`src/rtl/lc3_mem_arb_pkg.sv`:
```
// Shared types and defaults for the LC3 unified-memory arbiter.
package lc3_mem_arb_pkg;

  typedef enum logic [1:0] {IDLE, ISSUE, WAIT, RESP} arb_state_t;
  typedef enum logic {OWN_INST, OWN_DATA} owner_t;

  localparam int DEF_MEM_LATENCY  = 1;
  localparam int DEF_STARVE_LIMIT = 4;
  localparam int LAT_W            = 3;
  localparam int STARVE_W         = 4;

  function automatic logic [15:0] sat_inc16(input logic [15:0] v);
    return (v == 16'hFFFF) ? v : v + 16'd1;
  endfunction

endpackage

```
`src/rtl/lc3_mem_arb_pick.sv`:
```
// Combinational winner select: data beats inst unless inst has been starved.
module lc3_mem_arb_pick
  import lc3_mem_arb_pkg::*;
(
  input  logic   inst_req,
  input  logic   data_req,
  input  logic   starved,
  output logic   grant,
  output owner_t owner
);

  always_comb begin
    grant = inst_req | data_req;
    owner = OWN_DATA;
    if (inst_req && (!data_req || starved)) owner = OWN_INST;
  end

endmodule

```
`src/rtl/lc3_mem_arbiter.sv`:
```
// Two-requester arbiter (fetch / memaccess) onto one fixed-latency memory port.
// Optional statistics counters are built when LC3_MEM_ARB_STATS_EN is defined.
module lc3_mem_arbiter
  import lc3_mem_arb_pkg::*;
#(
  parameter int ADDR_W       = 16,
  parameter int DATA_W       = 16,
  parameter int MEM_LATENCY  = DEF_MEM_LATENCY,
  parameter int STARVE_LIMIT = DEF_STARVE_LIMIT
)(
  input  logic              clock,
  input  logic              reset_n,
  input  logic              inst_req,
  input  logic [ADDR_W-1:0] inst_addr,
  output logic              inst_ack,
  output logic [DATA_W-1:0] inst_rdata,
  input  logic              data_req,
  input  logic              data_we,
  input  logic [ADDR_W-1:0] data_addr,
  input  logic [DATA_W-1:0] data_wdata,
  output logic              data_ack,
  output logic [DATA_W-1:0] data_rdata,
  output logic              mem_en,
  output logic              mem_we,
  output logic [ADDR_W-1:0] mem_addr,
  output logic [DATA_W-1:0] mem_din,
  input  logic [DATA_W-1:0] mem_dout
`ifdef LC3_MEM_ARB_STATS_EN
 ,output logic [15:0]       inst_grant_cnt,
  output logic [15:0]       data_grant_cnt,
  output logic [15:0]       starve_evt_cnt
`endif
);

  localparam logic [LAT_W-1:0]    LAT_LOAD = LAT_W'(MEM_LATENCY);
  localparam logic [STARVE_W-1:0] LIMIT    = STARVE_W'(STARVE_LIMIT);

  arb_state_t            state;
  owner_t                owner, win;
  logic                  grant, starved, owner_we;
  logic [LAT_W-1:0]      lat_cnt;
  logic [STARVE_W-1:0]   starve_cnt;

  assign starved = (starve_cnt == LIMIT);

  lc3_mem_arb_pick u_pick (
    .inst_req (inst_req),
    .data_req (data_req),
    .starved  (starved),
    .grant    (grant),
    .owner    (win)
  );

  // mem_addr/mem_din double as the request latches; they hold until the next grant.
  always_ff @(posedge clock or negedge reset_n) begin
    if (!reset_n) begin
      state      <= IDLE;
      owner      <= OWN_INST;
      owner_we   <= 1'b0;
      lat_cnt    <= '0;
      starve_cnt <= '0;
      mem_en     <= 1'b0;
      mem_we     <= 1'b0;
      mem_addr   <= '0;
      mem_din    <= '0;
      inst_ack   <= 1'b0;
      data_ack   <= 1'b0;
      inst_rdata <= '0;
      data_rdata <= '0;
    end else begin
      inst_ack <= 1'b0;
      data_ack <= 1'b0;
      case (state)
        IDLE: begin
          if (grant) begin
            owner  <= win;
            mem_en <= 1'b1;
            state  <= ISSUE;
            if (win == OWN_DATA) begin
              mem_addr <= data_addr;
              mem_we   <= data_we;
              owner_we <= data_we;
              mem_din  <= data_wdata;
            end else begin
              mem_addr <= inst_addr;
              mem_we   <= 1'b0;
              owner_we <= 1'b0;
              mem_din  <= '0;
            end
          end
          // inst_req high implies a grant, so the increment only happens on data wins
          if (!inst_req || win == OWN_INST) starve_cnt <= '0;
          else if (!starved)                starve_cnt <= starve_cnt + STARVE_W'(1);
        end
        ISSUE: begin
          mem_en  <= 1'b0;
          mem_we  <= 1'b0;
          lat_cnt <= LAT_LOAD;
          state   <= WAIT;
        end
        WAIT: begin
          lat_cnt <= lat_cnt - LAT_W'(1);
          if (lat_cnt == LAT_W'(1)) begin
            state <= RESP;
            if (owner == OWN_INST) begin
              inst_rdata <= mem_dout;
              inst_ack   <= 1'b1;
            end else begin
              data_ack <= 1'b1;
              if (!owner_we) data_rdata <= mem_dout;
            end
          end
        end
        RESP:    state <= IDLE;
        default: state <= IDLE;
      endcase
    end
  end

`ifdef LC3_MEM_ARB_STATS_EN
  logic issue_go;
  assign issue_go = (state == IDLE) && grant;

  always_ff @(posedge clock or negedge reset_n) begin
    if (!reset_n) begin
      inst_grant_cnt <= '0;
      data_grant_cnt <= '0;
      starve_evt_cnt <= '0;
    end else if (issue_go) begin
      if (win == OWN_INST) inst_grant_cnt <= sat_inc16(inst_grant_cnt);
      else                 data_grant_cnt <= sat_inc16(data_grant_cnt);
      if (win == OWN_INST && data_req && starved)
        starve_evt_cnt <= sat_inc16(starve_evt_cnt);
    end
  end
`endif

endmodule
```
`config.mk`:
```
export PLATFORM = sky130hd
export DESIGN_NAME = lc3_mem_arbiter
export DESIGN_NICKNAME = d
export VERILOG_FILES = /design/src/rtl/lc3_mem_arb_pkg.sv /design/src/rtl/lc3_mem_arb_pick.sv /design/src/rtl/lc3_mem_arbiter.sv
export SDC_FILE = /design/constraint.sdc
export NUM_CORES = 1
export LEC_CHECK = 0
export ABC_AREA = 0
export CORE_UTILIZATION = 30
export DETAILED_ROUTE_END_ITERATION = 12
export PLACE_DENSITY = 0.66
export SLEW_MARGIN = 20
export SYNTH_ARGS = -nofsm -noshare
export SYNTH_HDL_FRONTEND = slang
export SYNTH_SLANG_ARGS = --single-unit
```
`constraint.sdc`:
```
create_clock -name clock -period 1.7 [get_ports clock]
set_input_delay 0.34 -clock clock [delete_from_list [all_inputs] [get_ports clock]]
set_output_delay 0.34 -clock clock [all_outputs]
set_load 0.05 [all_outputs]
```
---- Yosys cells after proc, flatten, opt, wreduce, memory -nomap -nowiden ----
Cells that the tools add are included.
operators by class
  add/subtract/negate cells ............... 2
  equality and inequality tests ........... 8
  multiplexer cells ....................... 20
  bitwise operators ....................... 3
  reductions and logical operators ........ 14
operators by type and width
  cell                                                                    number
  16-bit 2-to-1 mux                                                       2
  1-bit 2-to-1 mux                                                        10
  4-bit 2-to-1 mux                                                        2
  2-bit case mux with 4 select lines                                      1
  2-bit AND reduction                                                     4
  2-bit != test (second input constant)                                   3
  3-bit case mux with 2 select lines                                      1
  4-bit by 1-bit adder with 4-bit output (second input constant)          1
  2-bit equality test (second input constant)                             2
  4-bit by 3-bit equality test with 1-bit output (second input constant)  1
  2-bit 2-to-1 mux                                                        2
  1-bit case mux with 2 select lines                                      2
  4-bit AND reduction                                                     1
  2-bit nonzero test                                                      2
  3-bit by 1-bit equality test with 1-bit output (second input constant)  1
  3-bit AND reduction                                                     1
  3-bit by 1-bit subtractor with 3-bit output (second input constant)     1
  2-bit by 1-bit equality test with 1-bit output (second input constant)  1
  1-bit zero test                                                         2
  2-bit zero test                                                         1
  1-bit logical OR                                                        2
  1-bit inverter                                                          2
  1-bit logical AND                                                       1
  1-bit OR                                                                1
storage, ports and cells
  flip-flop bits (word level) ............. 79
  logic and storage cells ................. 60

---- Longest topological paths before layout ----
  word-level depth ........................ 6
  depth in mapped cells ................... 7

---- By module ----
From an unflattened synthesis, not the netlist that was laid out.
second synthesis, totals
  cells, all modules ...................... 287
  area, all modules ....................... 3355.7 um^2
modules (own cells, without submodules)
  module            times used  cells an instance  area each (um^2)  sequential area each (um^2)
  lc3_mem_arbiter   1           284                3340.7            1976.9
  lc3_mem_arb_pick  1           3                  15.0              0.0

---- Worst setup path after synthesis ----
OpenSTA, ideal clock, no wires.
  path kind ............................... register to register
  start point ............................. register state[0]
  end point ............................... register inst_rdata[0]
  arrival ................................. 1.685 ns
  slack ................................... -0.110 ns
  stages on the path, launching flop included .. 7
  path buffers ............................ 1
  period minus slack after synthesis ...... 1.810 ns
  cells stage by stage .................... dfrtp_1 -> inv_1 -> ha_1 -> nand2_1 -> nor3_2 -> buf_6 -> mux2_2
on the way
  cells in the longest elaborated chain, start to end .. 2
RTL lines
  item                                  RTL line                source
  start: declaration                    lc3_mem_arbiter.sv:38   arb_state_t state;
  start signal: assignment              lc3_mem_arbiter.sv:57   state <= IDLE;
  start signal: assignment              lc3_mem_arbiter.sv:78   state <= ISSUE;
  start signal: assignment              lc3_mem_arbiter.sv:99   state <= WAIT;
  2-bit equality test                   lc3_mem_arbiter.sv:73   case (state)
  3-bit AND reduction (no source line)  -
  end signal: assignment                lc3_mem_arbiter.sv:106  inst_rdata <= mem_dout;
  end: declaration                      lc3_mem_arbiter.sv:16   output logic [DATA_W-1:0] inst_rdata,
No other way between the ends.
A chain may end at the register's enable or synchronous reset.

---- Worst setup path after layout ----
  start point ............................. register state[0]
  end point ............................... register data_rdata[14]
on the way
  cells in the longest elaborated chain, start to end .. 2
RTL lines
  item                                  RTL line                source
  2-bit equality test                   lc3_mem_arbiter.sv:73
  4-bit AND reduction (no source line)  -
  end signal: assignment                lc3_mem_arbiter.sv:110  if (!owner_we) data_rdata <= mem_dout;
  end: declaration                      lc3_mem_arbiter.sv:22   output logic [DATA_W-1:0] data_rdata,
No other way between the ends.

==> summary.md <==
| Metric | Value |
|---|---|
| Nature of the critical path endpoint | `register` |
| Syn_nets | `382` |
| Clock Power Share | `16.9%` |
| Diode count | `0` |
| Post-synthesis sequential area ratio | `between 50% and 60%` |
| Period utilization | `99.8%` |
| Psw | `5630 uW` |
| Post-route insts no fill | `606` |
| GRT Overall Usage | `between 10% and 20%` |
| Clock latency at the later pin of the worst-skew pair | `0.33 ns` |
| Hold Vio Cnt, Final | `0` |
| RSZ-0062 raised after global routing | `true` |
| Drt drc | `0` |
| Sinks on the clock net | `79` |
| Post-Syn Instances | `roughly 310` |
| Synth Cell Area | `0.00347 mm2` |
| Final Wtd Congestion | `0.734` |
| YS warnings | `0` |
| Final setup fails | `0` |
| Chip Width | `110 um` |
| Worst-case clock buffer depth | `2` |
| Avg Cell Area, Syn | `11.4 um2` |
| WP data required | `1.92 ns` |
| Least-Margin Pin Slew | `0.456 ns` |
| H-Tree Depth | `3` |
| Vias in the first global route | `2854` |
| Initial DRC count | `102` |
| First-pass GRT wire length | `between 10000 and 15000 um` |
| Worst-path fanout max | `5` |
| # rows | `38` |
| Root Buffer | `clkbuf_16` |
| Initial Utilization | `31.5%` |
| Asr flop ratio synth | `100%` |
| Synth top area share | `57.0%` |
| Pin count of the biggest net entering global routing | `38` |
| Worst IR Drop VDD | `1.29 mV` |
| Port Buf Inserts | `136` |
| Total grt overflow | `0` |
| Layout net count | `approximately 540` |
| Rel. slew slack | `69.6%` |
| Chip height | `110 um` |
| CTS Buf Count | `9` |
| TritonCTS clock tree | `built` |
| Max-slew violations | `0` |
| Critical Path Start Type | `register` |
| Fraction of layout cells with a size suffix above 1 | `33.3%` |
| Hpwl dp | `6580 um` |
| Routed vias | `2869` |
| Post-synth EDFFs | `0` |
| Slowest stage delay, CP | `0.39 ns` |
| Internal power | `approximately 6600 uW` |
| Slowest stage cell, crit path | `dfrtp_1` |
| Comb power frac | `56.1%` |
| Drt first pass iters | `4` |
| Sw Ratio | `46.0%` |
| Leak pwr | `~0.0025 uW` |
| Max frequency | `~590 MHz` |
| Vias per cell | `4.73` |
| Leading area contributor after synthesis | `dfrtp_1` |
| Max-Cap Viols | `0` |
| Register-to-Register Path Depth | `6` |
| Most common cell in the synthesized netlist | `dfrtp_1` |
| HP Class | `in2async` |
| Dominant synthesized flop cell | `dfrtp_1` |
| Worst EP arrival | `1.92 ns` |
| Reg-to-Reg Start | `state[0]` |
| DIE AREA | `0.0120 mm2` |
| Clk slew on worst S/H paths | `approximately 0.060 ns` |
| Antenna violations before repair | `0` |
| ANT nets after route | `0` |
| R2r setup slk | `0.003 ns` |
| Largest cells by area after synthesis | `dfrtp_1 (57%), nand2_1 (7.9%), mux2_2 (7.1%), mux2_4 (4.3%), o211ai_1 (3.5%)` |
| Wirelength, routed | `9130 um` |
| Cell chain of the critical path | `inv_2 > ha_4 > and4b_1 > nor2b_4 > clkbuf_16 > mux2_4` |
| Worst Path Class, Setup | `reg2reg` |
| Wire per inst | `approximately 15 um` |
| Post-route core utilization | `49.4%` |
| Status | `finished, final reports clean` |
| Post-synth top cells | `dfrtp_1 (79), nand2_1 (73), mux2_2 (22)` |
| Register bit total from synthesis | `79` |
| Flop pwr share | `27.0%` |
| Worst-case clock skew | `0.00403 ns` |
| Synth-to-Final Area Change | `56.9%` |
| PD cells | `2250 mW/mm2` |
| Critical R2R Capture | `data_rdata[14]` |
| Synth cell types | `35` |
| I/O pin total | `between 100 and 150` |
| Core Box Area | `0.0110 mm2` |
| Cell count after placement | `roughly 590` |
| Min cycle time layout | `1.70 ns` |
## power by group through the flow
stage                     combinational, uW  clock (uW)  sequential, uW
final                                  6860        2060            3300
after global routing                   7280        2200            3420
after floorplan                        1810           0            5930
after CTS                              6740        2110            3300
after global placement                 6630           0            3290
after detailed placement               6720           0            3310
## state kept, by name (all words and copies together), names as in the netlist, 2 cells and up
name and count:
data_rdata 16, state 2, mem_addr 16, lat_cnt 3, inst_rdata 16, mem_din 16, starve_cnt 4
## how the worst max path moves through the flow
stage                    start        endpoint  slack, ns  cells after the start
detailed placement    data_req     mem_addr[7]      -0.06                      5
CTS                   state[0]  data_rdata[15]      0.009                      6
finish                state[0]  data_rdata[14]      0.003                      6
global route        lat_cnt[0]  data_rdata[11]      -0.06                      5
floorplan             state[0]  data_rdata[10]      0.006                      7
global placement      inst_req        owner_we     -0.009                      5
## placed cells by master, fill, tap and decap left out, types with 5 or more instances in the layout
| cell | Yosys | final |
|---|---|---|
| mux2_4 | 10 | 16 |
| clkdlybuf4s50_1 | 0 | 67 |
| buf_12 | 0 | 8 |
| ha_1 | 8 | 5 |
| dfrtp_1 | 79 | 79 |
| nand4_1 | 16 | 16 |
| inv_1 | 7 | 5 |
| buf_4 | 0 | 87 |
| mux2_2 | 22 | 16 |
| clkbuf_16 | 0 | 10 |
| o211ai_1 | 16 | 16 |
| o21ai_0 | 20 | 20 |
| nand2_1 | 73 | 73 |
## final cells by class
cell class	instances	area, um2
sequential	79	1980
timing repair buffer	164	1520
fill	1016	5590
clock buffer	9	225
clock inverter	7	96.3
multi-input combinational	200	1430
inverter	7	26.3
tap	140	175
## critical path, delay by kind of cell, from the launching register on
kind	cells	cell delay [ns]
adder cells (fa/ha/maj)	1	0.13
buffers and inverters	2	0.28
flip-flops	1	0.39
multiplexers	1	0.29
AND/OR/NAND/NOR	2	0.48
## per-layer routing
layer  vias to the layer above  wire length (um)  global-route usage [%]
met1                      1372              4310                    19.6
met5                         -                 0                       0
met2                       108              4100                    24.8
li1                       1379                 -                       -
met3                        10               620                    4.33
met4                         0               102                    4.76
## kinds of logic (layout without fill, tap and decap cells)
kind of cell / count (synthesis) / count (layout) / synth area share, %
adders and majority gates: 8 / 8 / 2.89
DFF: 79 / 79 / 57.0
AOI/OAI and AO/OA: 48 / 48 / 8.98
buffers and inverters: 26 / 187 / 3.82
muxes: 35 / 35 / 12.3
and+or+nand+nor: 109 / 109 / 15.0
## through the flow
step	setup TNS (ns)	hold slack [ns]	power (uW)	area (um2)	setup WS, ns
floorplan	0	0.0444	7750	3490	0.00593
global placement	-0.0451	0.322	9920	5020	-0.00915
detailed placement	-1.01	0.324	10000	5020	-0.0608
CTS	0	0.494	12200	5350	0.00904
global route	-0.516	0.519	12900	5450	-0.0562
finish	0	0.488	12200	5450	0.00309
## timing repair
| item | CTS | global route |
|---|---|---|
| setup buffers | 0 | 3 |
| cloned | 0 | 1 |
| pin swaps | 0 | 1 |
| endpoints found under the setup margin | 1 | 24 |
| hold buffers | 1 | 0 |
| resized for setup | 1 | 11 |
| hold endpoints to repair | 32 | 0 |
Note: power is estimated with default switching activity, not from simulation.
